===== config.mk =====
export PLATFORM = sky130hd
export DESIGN_NAME = ram_arbiter
export DESIGN_NICKNAME = d
export VERILOG_FILES = /design/src/rtl/ram_arbiter.sv
export SDC_FILE = /design/constraint.sdc
export NUM_CORES = 1
export LEC_CHECK = 0
export CAP_MARGIN = 40
export CORE_ASPECT_RATIO = 1.5
export CORE_MARGIN = 10
export CORE_UTILIZATION = 40
export CTS_CLUSTER_DIAMETER = 150
export DETAILED_ROUTE_END_ITERATION = 10
export PLACE_DENSITY = 0.87
export SYNTH_ARGS = -nofsm -noshare
export SYNTH_HDL_FRONTEND = slang
export SYNTH_SLANG_ARGS = --single-unit

===== constraint.sdc =====
create_clock -name CLK -period 3.96 [get_ports CLK]
set_input_delay 0.792 -clock CLK [delete_from_list [all_inputs] [get_ports CLK]]
set_output_delay 0.792 -clock CLK [all_outputs]
set_load 0.1 [all_outputs]

===== src/rtl/ram_arbiter.sv =====
// ram_arbiter: shares one RAM port between an icache (read-only) and a
// dcache (read/write) requester. Grants one transaction at a time, with at
// least one IDLE cycle between grants and round-robin on contention. Each
// transaction ends on RAM ACCESS (completion) or on ERROR / timeout (abort,
// which also sets a sticky error flag).
module ram_arbiter #(
    parameter int unsigned TIMEOUT = 255
) (
    input  logic        CLK,
    input  logic        RST,
    // icache port
    input  logic        iREN,
    input  logic [31:0] iaddr,
    output logic        iwait,
    output logic [31:0] iload,
    // dcache port
    input  logic        dREN,
    input  logic        dWEN,
    input  logic [31:0] daddr,
    input  logic [31:0] dstore,
    output logic        dwait,
    output logic [31:0] dload,
    // RAM port
    output logic        ramREN,
    output logic        ramWEN,
    output logic [31:0] ramaddr,
    output logic [31:0] ramstore,
    input  logic [31:0] ramload,
    input  logic [1:0]  ramstate,
    // status
    output logic        err
);

    // Counter wide enough to hold TIMEOUT itself.
    localparam int unsigned CNT_W = (TIMEOUT < 2) ? 1 : $clog2(TIMEOUT + 1);
    localparam logic [CNT_W:0] TIMEOUT_LIM = (CNT_W + 1)'(TIMEOUT);

    localparam logic [1:0] RAM_ACCESS = 2'b10;
    localparam logic [1:0] RAM_ERROR  = 2'b11;

    typedef enum logic [1:0] {
        IDLE  = 2'b00,
        DSERV = 2'b01,
        ISERV = 2'b10
    } state_e;

    state_e           state_q, state_d;
    logic [CNT_W-1:0] cnt_q, cnt_d;
    logic             last_d_q, last_d_d;   // previous grant was the dcache
    logic             err_q, err_d;
    logic [31:0]      addr_q, addr_d;
    logic [31:0]      store_q, store_d;
    logic             write_q, write_d;

    logic             done;                 // ACCESS this cycle
    logic             abort;                // ERROR or timeout this cycle
    logic [CNT_W:0]   cnt_inc;              // wait count including this cycle

    assign err = err_q;

    // Control state: synchronous active-high reset.
    // NOTE: sequential state uses non-blocking (<=) so all flops sample
    // pre-edge values; blocking here would create ordering-dependent races.
    always_ff @(posedge CLK) begin
        if (RST) begin
            state_q  <= IDLE;
            cnt_q    <= '0;
            last_d_q <= 1'b0;
            err_q    <= 1'b0;
        end else begin
            state_q  <= state_d;
            cnt_q    <= cnt_d;
            last_d_q <= last_d_d;
            err_q    <= err_d;
        end
    end

    // Latched transaction fields.
    // NOTE: no reset on the datapath latches; they are only observed while
    // in a service state, which is always entered through a load.
    always_ff @(posedge CLK) begin
        addr_q  <= addr_d;
        store_q <= store_d;
        write_q <= write_d;
    end

    // Next-state, grant selection, RAM drive and completion/abort outputs.
    // NOTE: every signal gets a default first so no path leaves one
    // unassigned, which would otherwise infer a latch.
    always_comb begin
        state_d  = state_q;
        cnt_d    = cnt_q;
        last_d_d = last_d_q;
        err_d    = err_q;
        addr_d   = addr_q;
        store_d  = store_q;
        write_d  = write_q;

        iwait    = 1'b1;
        dwait    = 1'b1;
        iload    = '0;
        dload    = '0;
        ramREN   = 1'b0;
        ramWEN   = 1'b0;
        ramaddr  = '0;
        ramstore = '0;

        done     = 1'b0;
        abort    = 1'b0;
        cnt_inc  = {1'b0, cnt_q} + (CNT_W + 1)'(1);

        unique case (state_q)
            IDLE: begin
                cnt_d = '0;
                // dcache has priority unless the icache is also waiting and
                // the dcache was served last time.
                if ((dREN || dWEN) && !(iREN && last_d_q)) begin
                    state_d  = DSERV;
                    last_d_d = 1'b1;
                    addr_d   = daddr;
                    store_d  = dstore;
                    write_d  = dWEN;        // read+write together is a write
                end else if (iREN) begin
                    state_d  = ISERV;
                    last_d_d = 1'b0;
                    addr_d   = iaddr;
                    store_d  = '0;
                    write_d  = 1'b0;
                end
            end

            DSERV, ISERV: begin
                ramREN   = !write_q;
                ramWEN   = write_q;
                ramaddr  = addr_q;
                ramstore = store_q;

                done  = (ramstate == RAM_ACCESS);
                abort = !done && ((ramstate == RAM_ERROR) || (cnt_inc >= TIMEOUT_LIM));

                if (done || abort) begin
                    state_d = IDLE;
                    if (state_q == DSERV) begin
                        dwait = 1'b0;
                        dload = done ? ramload : '0;
                    end else begin
                        iwait = 1'b0;
                        iload = done ? ramload : '0;
                    end
                end else begin
                    cnt_d = cnt_q + CNT_W'(1);
                end

                if (abort) begin
                    err_d = 1'b1;
                end
            end

            default: begin
                state_d = IDLE;
            end
        endcase
    end

endmodule


==> results of run 1 <==
[cells in the mapped netlist (2+ instances only)]
| master | n |
|---|---|
| and2_1 | 99 |
| and3_1 | 65 |
| edfxtp_1 | 65 |
| mux2_2 | 33 |
| clkbuf_1 | 21 |
| dfxtp_1 | 12 |
| inv_1 | 9 |
| nand2_1 | 8 |
| buf_2 | 7 |
| nor2_1 | 5 |
| a21oi_1 | 4 |
| ha_1 | 4 |
| nand3_1 | 4 |
| a211o_1 | 3 |
| buf_6 | 3 |
| nor3_1 | 3 |
| a211oi_1 | 2 |
| a21o_1 | 2 |
| a22o_1 | 2 |
| and4_1 | 2 |
| nand2b_1 | 2 |
| nand4_1 | 2 |
| o21a_1 | 2 |
| o2bb2ai_1 | 2 |
[cells by family after synthesis]
family          count (synthesis)  synth area share
flops                          77             0.517
buf+inv                        40            0.0428
fa+ha+maj                       4            0.0118
compound gates                 29            0.0525
xor+xnor                        2           0.00413
simple gates                  196             0.285
mux                            33            0.0876
[sequential cells by signal (all words and copies together), names as in the netlist]
register / flops
store_q: 32
state_q: 2
err: 1
last_d_q: 1
write_q: 1
addr_q: 32
cnt_q: 8
[layer usage]
layer	part of all wire	up-vias	GRT usage
met5	0	-	0
li1	-	1869	-
met3	0.11	25	0.0974
met1	0.35	1783	0.188
met2	0.52	242	0.362
met4	0.019	0	0.0601
[critical path, stage by stage (launching register included)]
cell     delay [ps]
dfxtp_1         450
inv_1           100
ha_1            320
o21ba_2         200
a211o_1         230
a211o_1         290
o21a_1          230
nor3_4          110
buf_4           280
and3_1          270
buf_12          190
[worst max path at each step]
stage | start | to | cells past startpoint
CTS | cnt_q[0]$_SDFFE_PP0P_ | dload[13] | 10
detailed placement | cnt_q[0]$_SDFFE_PP0P_ | dload[13] | 10
floorplan | cnt_q[0]$_SDFFE_PP0P_ | iload[22] | 9
global route | cnt_q[0]$_SDFFE_PP0P_ | dload[31] | 10
finish | cnt_q[0]$_SDFFE_PP0P_ | iload[30] | 10
global placement | cnt_q[0]$_SDFFE_PP0P_ | dload[13] | 10
[metrics by stage]
step                      cell area [um2]  worst slack [ps]  instances
final                                7840               168        784
after global routing                 7840              13.5        784
after CTS                            7840               150        784
after detailed placement             7540               534        768
after global placement               7510               615        767
after floorplan                      4240               373        381
[layout make-up]
cell class,count,area [um2],area share
Timing Repair Buffer,274,3260,0.415
Sequential cell,77,2190,0.280
Multi-Input combinational cell,264,1880,0.240
Clock buffer,11,233,0.0297
Tap cell,144,180,0.0230
Clock inverter,5,61.3,0.00782
Inverter,9,33.8,0.00431
[power breakdown]
group          switching (W)  internal [W]
sequential         0.0000398       0.00108
clock               0.000316      0.000489
combinational        0.00148      0.000511
[placed cells by master, fill, tap and decap left out, types with 4 or more instances in the layout]
master	synthesis	routed
buf_12	0	67
dfxtp_1	12	12
ha_1	4	4
nand3_1	4	4
nor2_1	5	5
clkdlybuf4s50_1	0	135
mux2_2	33	33
and3_1	65	65
clkbuf_16	0	9
inv_1	9	8
nand2_1	8	8
and2_1	99	99
edfxtp_1	65	65
buf_4	0	70
==> flow_summary_export.csv, run 1 <==
group,metric,value,unit
sta,tightest_slew,661,ps
routing,vias_per_cell,5.00,
setup_path,crit_type,"reg -> out",
layout,areaGrowthSynthToFinish,84.8,%
pwr,p_per_area,500,mW/mm2
floorplan,dieHeight,146,um
setup_path,arrival,3000,ps
setup_path,rr_endpoint,"cnt_q[5]$_SDFFE_PP0P_",
pwr,p_total,0.00392,W
hold_path,worstHoldStart,"err$_SDFFE_PP0P_",
clocking,htreeDepth,3,
global_routing,grt_overflow,0,
routing,drc,0,
setup_path,r2r-start,"cnt_q[0]$_SDFFE_PP0P_",
layout,fin_nets,774,
global_routing,grt_pass1_vias,4287,
routing,drt_first_pass_iters,4,
routing,drtIter0Drc,170,
setup_path,crit_fanout,33,
hold_path,hold_path_class,"reg -> reg",
setup_path,end_kind,"output pin",
floorplan,die_w,104,um
sta,whs,465,ps
synthesis,yosysSeqAreaShare,0.517,
setup_path,cp.required,3170,ps
synthesis,syn_area_per_cell,11.1,um2
outcome,status,"complete, no violations",
pwr,p_leak,3.34,nW
synthesis,netlist_area,0.00424,mm2
setup_path,r2r_cells,8,
hold_path,hold_end,"err$_SDFFE_PP0P_",
synthesis,synth_top_cell_by_area,"edfxtp_1",
placed_design,routabilityCongestion,0.826,
floorplan,fp.coreArea,0.0105,mm2
synthesis,synthFlopType,"edfxtp_1",
placed_design,place_hpwl,12700,um
synthesis,yosys-top-cells-area,"edfxtp_1, and2_1, and3_1",
floorplan,die_area,0.0152,mm2
global_routing,grt_usage,0.198,
global_routing,antenna_found_initial,0,
pwr,vdd_drop_max,0.374,mV
setup_path,startpoint_type,"flip-flop",
synthesis,synth-async-reset-ratio,0,
routing,ant_nets,0,
synthesis,ys.warnings.count,0,
sta,fmax,264,MHz
floorplan,initial_core_util,0.405,
hold_path,hold_depth,1,
sta,post-route-period-util,0.957,
routing,routed-via-count,3919,
layout,utilization,0.748,
synthesis,synth-edff-count,65,
clocking,cts_max_path_buffers,2,
clocking,post_cts.repair.setup_buffers,0,
sta,setup_viol,0,
synthesis,synth_top_cell_area_share,0.460,
global_routing,grt_max_degree,68,
global_routing,grt_pass1_wl,23900,um
clocking,cts_hold_buf,0,
clocking,cts_tree,"built",
synthesis,synth_cell_type_count,44,
floorplan,rows,46,
sta,skew,5.98,ps
floorplan,ioPinCount,268,
sta,finalSetupTns,0,ps
clocking,cts.clk_slew.worst_paths,60,ps
clocking,ctsResizeCount,0,
setup_path,r2r_slack,1410,ps
sta,fin_crit,3790,ps
placed_design,io_buffers,267,
routing,avgRoutedWirePerCell,19.8,um
sta,slew_viol_final,0,
synthesis,syn-num-nets,520,
sta,rsz0062_at_grt,"no",
sta,finalHoldViolCount,0,
synthesis,synth-seq-cells,77,
flow_run,maxCapViolCount,0,
clocking,cts_buffers,9,
clocking,cts_sinks,77,
synthesis,syn_inst,381,
clocking,worstSkewPairLatency,330,ps
layout,nFillCells,672,
routing,drt_wl_total,15600,um
sta,relSlewSlack,0.560,
layout,antenna_cells,0,
layout,layout-drive-gt1-share,0.302,
clocking,cts_root_buf,"clkbuf_16",
Note: power is estimated with default switching activity, not from simulation.
==> run 2: changes to the inputs <==
--- a/config.mk
+++ b/config.mk
@@ -8,10 +8,10 @@
 export CAP_MARGIN = 40
 export CORE_ASPECT_RATIO = 1.5
 export CORE_MARGIN = 10
-export CORE_UTILIZATION = 40
+export CORE_UTILIZATION = 37
 export CTS_CLUSTER_DIAMETER = 150
 export DETAILED_ROUTE_END_ITERATION = 10
-export PLACE_DENSITY = 0.87
+export PLACE_DENSITY = 0.81
 export SYNTH_ARGS = -nofsm -noshare
 export SYNTH_HDL_FRONTEND = slang
 export SYNTH_SLANG_ARGS = --single-unit
==> constraint.sdc (replaced) <==
create_clock -name CLK -period 3.8 [get_ports CLK]
set_input_delay 0.76 -clock CLK [delete_from_list [all_inputs] [get_ports CLK]]
set_output_delay 0.76 -clock CLK [all_outputs]
set_load 0.1 [all_outputs]
==> run 2 against run 1 <==
Sequential power grew 4%. Power grew 15%. Clock skew grew 3.5 ps. Via count increased by 1.6%. Die area increased by 6.8%. Worst hold slack gained 30 ps. First-iteration DRC count grew 12%. Utilization grew 3.2 points. Register-to-register slack worse by 50 ps. Global-route usage is 0.40 points higher. Highest routed layer is now met5.
==> flow_summary_export.csv, run 2 (synthesis gave the netlist of run 1 again) <==
group,metric,value,unit
routing,ant_nets,0,
sta,skew,9.47,ps
layout,areaGrowthSynthToFinish,104,%
clocking,worstSkewPairLatency,330,ps
layout,reg.largest.list,"addr_q x32, store_q x32, cnt_q x8",
hold_path,hold_depth,1,
placed_design,dp_slack,365,ps
clocking,cts_root_buf,"clkbuf_16",
placed_design,place_hpwl,14100,um
setup_path,crit_fanout,32,
hold_path,hold_path_class,"reg -> reg",
sta,post-route-period-util,0.958,
global_routing,antenna_found_initial,2,
setup_path,r2r_cells,8,
layout,antenna_cells,0,
global_routing,grt_max_degree,65,
setup_path,r2r-start,"cnt_q[0]$_SDFFE_PP0P_",
pwr,p_per_area,520,mW/mm2
layout,layout-drive-gt1-share,0.303,
sta,fmax,275,MHz
floorplan,dieHeight,151,um
floorplan,rows,47,
layout,final_common_cell,"clkdlybuf4s50_1",
sta,finalHoldViolCount,0,
flow_run,maxCapViolCount,0,
sta,fin_crit,3640,ps
hold_path,worstHoldStart,"err$_SDFFE_PP0P_",
floorplan,die_w,107,um
setup_path,cp.required,3040,ps
clocking,cts.clk_slew.worst_paths,50,ps
global_routing,grt_usage,0.202,
floorplan,fp.coreArea,0.0111,mm2
setup_path,crit_start,"cnt_q[0]$_SDFFE_PP0P_",
floorplan,initial_core_util,0.382,
sta,setup_slack,158,ps
sta,rsz0062_at_grt,"no",
global_routing,grt_overflow,0,
routing,drt_wl_total,17000,um
sta,relSlewSlack,0.504,
clocking,cts_sinks,77,
routing,drt_first_pass_iters,4,
layout,utilization,0.780,
pwr,vdd_drop_max,0.409,mV
routing,drtIter0Drc,191,
floorplan,ioPinCount,268,
sta,slew_viol_final,0,
outcome,status,"complete, no violations",
clocking,cts_max_path_buffers,2,
routing,drc,0,
routing,routed-via-count,3981,
routing,avgRoutedWirePerCell,21.5,um
setup_path,arrival,2880,ps
sta,tightest_slew,744,ps
sta,finalSetupTns,0,ps
floorplan,die_area,0.0162,mm2
global_routing,grt_pass1_vias,4276,
placed_design,io_buffers,267,
setup_path,r2r_slack,1360,ps
global_routing,grt_pass1_wl,25100,um
layout,layout_common_cells,"clkdlybuf4s50_1, buf_12, and2_1",
sta,whs,495,ps
clocking,htreeDepth,3,
setup_path,end_kind,"output pin",
placed_design,routabilityCongestion,0.812,
setup_path,crit_type,"reg -> out",
clocking,cts_hold_buf,0,
routing,vias_per_cell,5.05,
clocking,cts_buffers,9,
clocking,cts_tree,"built",
layout,fin_nets,775,
pwr,p_leak,3.55,nW
sta,setup_viol,0,
setup_path,startpoint_type,"flip-flop",
[run 2: worst paths after layout]
path                                 to
setup reg to reg  cnt_q[5]$_SDFFE_PP0P_
hold reg to reg        err$_SDFFE_PP0P_
setup / recovery              dload[14]
hold / removal         err$_SDFFE_PP0P_
[run 2: layer usage]
metal  wire [um]  vias to the layer above  GRT usage  share of wire
li1            -                     1865          -              -
met2        8990                      215      0.372           0.53
met1        5470                     1879      0.184           0.32
met5          30                        -          0         0.0018
met3        2250                       18      0.113           0.13
met4         229                        4     0.0550          0.013
[run 2: cell type report]
class / instances / area, um2
multi-input cells: 264 / 1880
well taps: 147 / 184
clock buffers: 14 / 254
clock inverters: 2 / 35.0
fillers: 637 / 2440
flip-flops and latches: 77 / 2190
repair buffers: 275 / 4090
inverters: 9 / 33.8
[run 2: power by group]
part | leakage, nW | switching, W | internal [W]
logic | 2.65 | 0.00163 | 0.000878
registers | 0.760 | 0.0000408 | 0.00113
clock network | 0.141 | 0.000304 | 0.000526
[run 2: timing repair]
| action | 4_1_cts | 5_1_grt |
|---|---|---|
| setup buffers | 0 | 0 |
| gates resized for setup | 1 | 4 |
| setup endpoints to repair | 1 | 64 |
[run 2: metrics by stage]
stage | instance area [um2] | power (W) | instances
CTS | 8660 | 0.00455 | 788
floorplan | 4240 | 0.00269 | 381
detailed placement | 8370 | 0.00371 | 772
global route | 8670 | 0.00466 | 788
global placement | 8340 | 0.00366 | 771
finish | 8670 | 0.00451 | 788
[run 2: worst max-delay path, stage by stage (launching register included)]
cell	delay [ps]
dfxtp_2	380
inv_1	80
ha_1	320
o21ba_2	210
a211o_1	230
a211o_1	280
o21ai_1	190
and3_1	210
buf_8	190
and3_1	260
buf_12	200
==> run 3: changes to the inputs <==
--- a/config.mk
+++ b/config.mk
@@ -11,6 +11,7 @@
 export CORE_UTILIZATION = 37
 export CTS_CLUSTER_DIAMETER = 150
 export DETAILED_ROUTE_END_ITERATION = 10
+export HOLD_SLACK_MARGIN = 0.02
 export PLACE_DENSITY = 0.81
 export SYNTH_ARGS = -nofsm -noshare
 export SYNTH_HDL_FRONTEND = slang
==> results of run 3 <==
The final DEF is identical to that of run 2; final timing and power are the same.
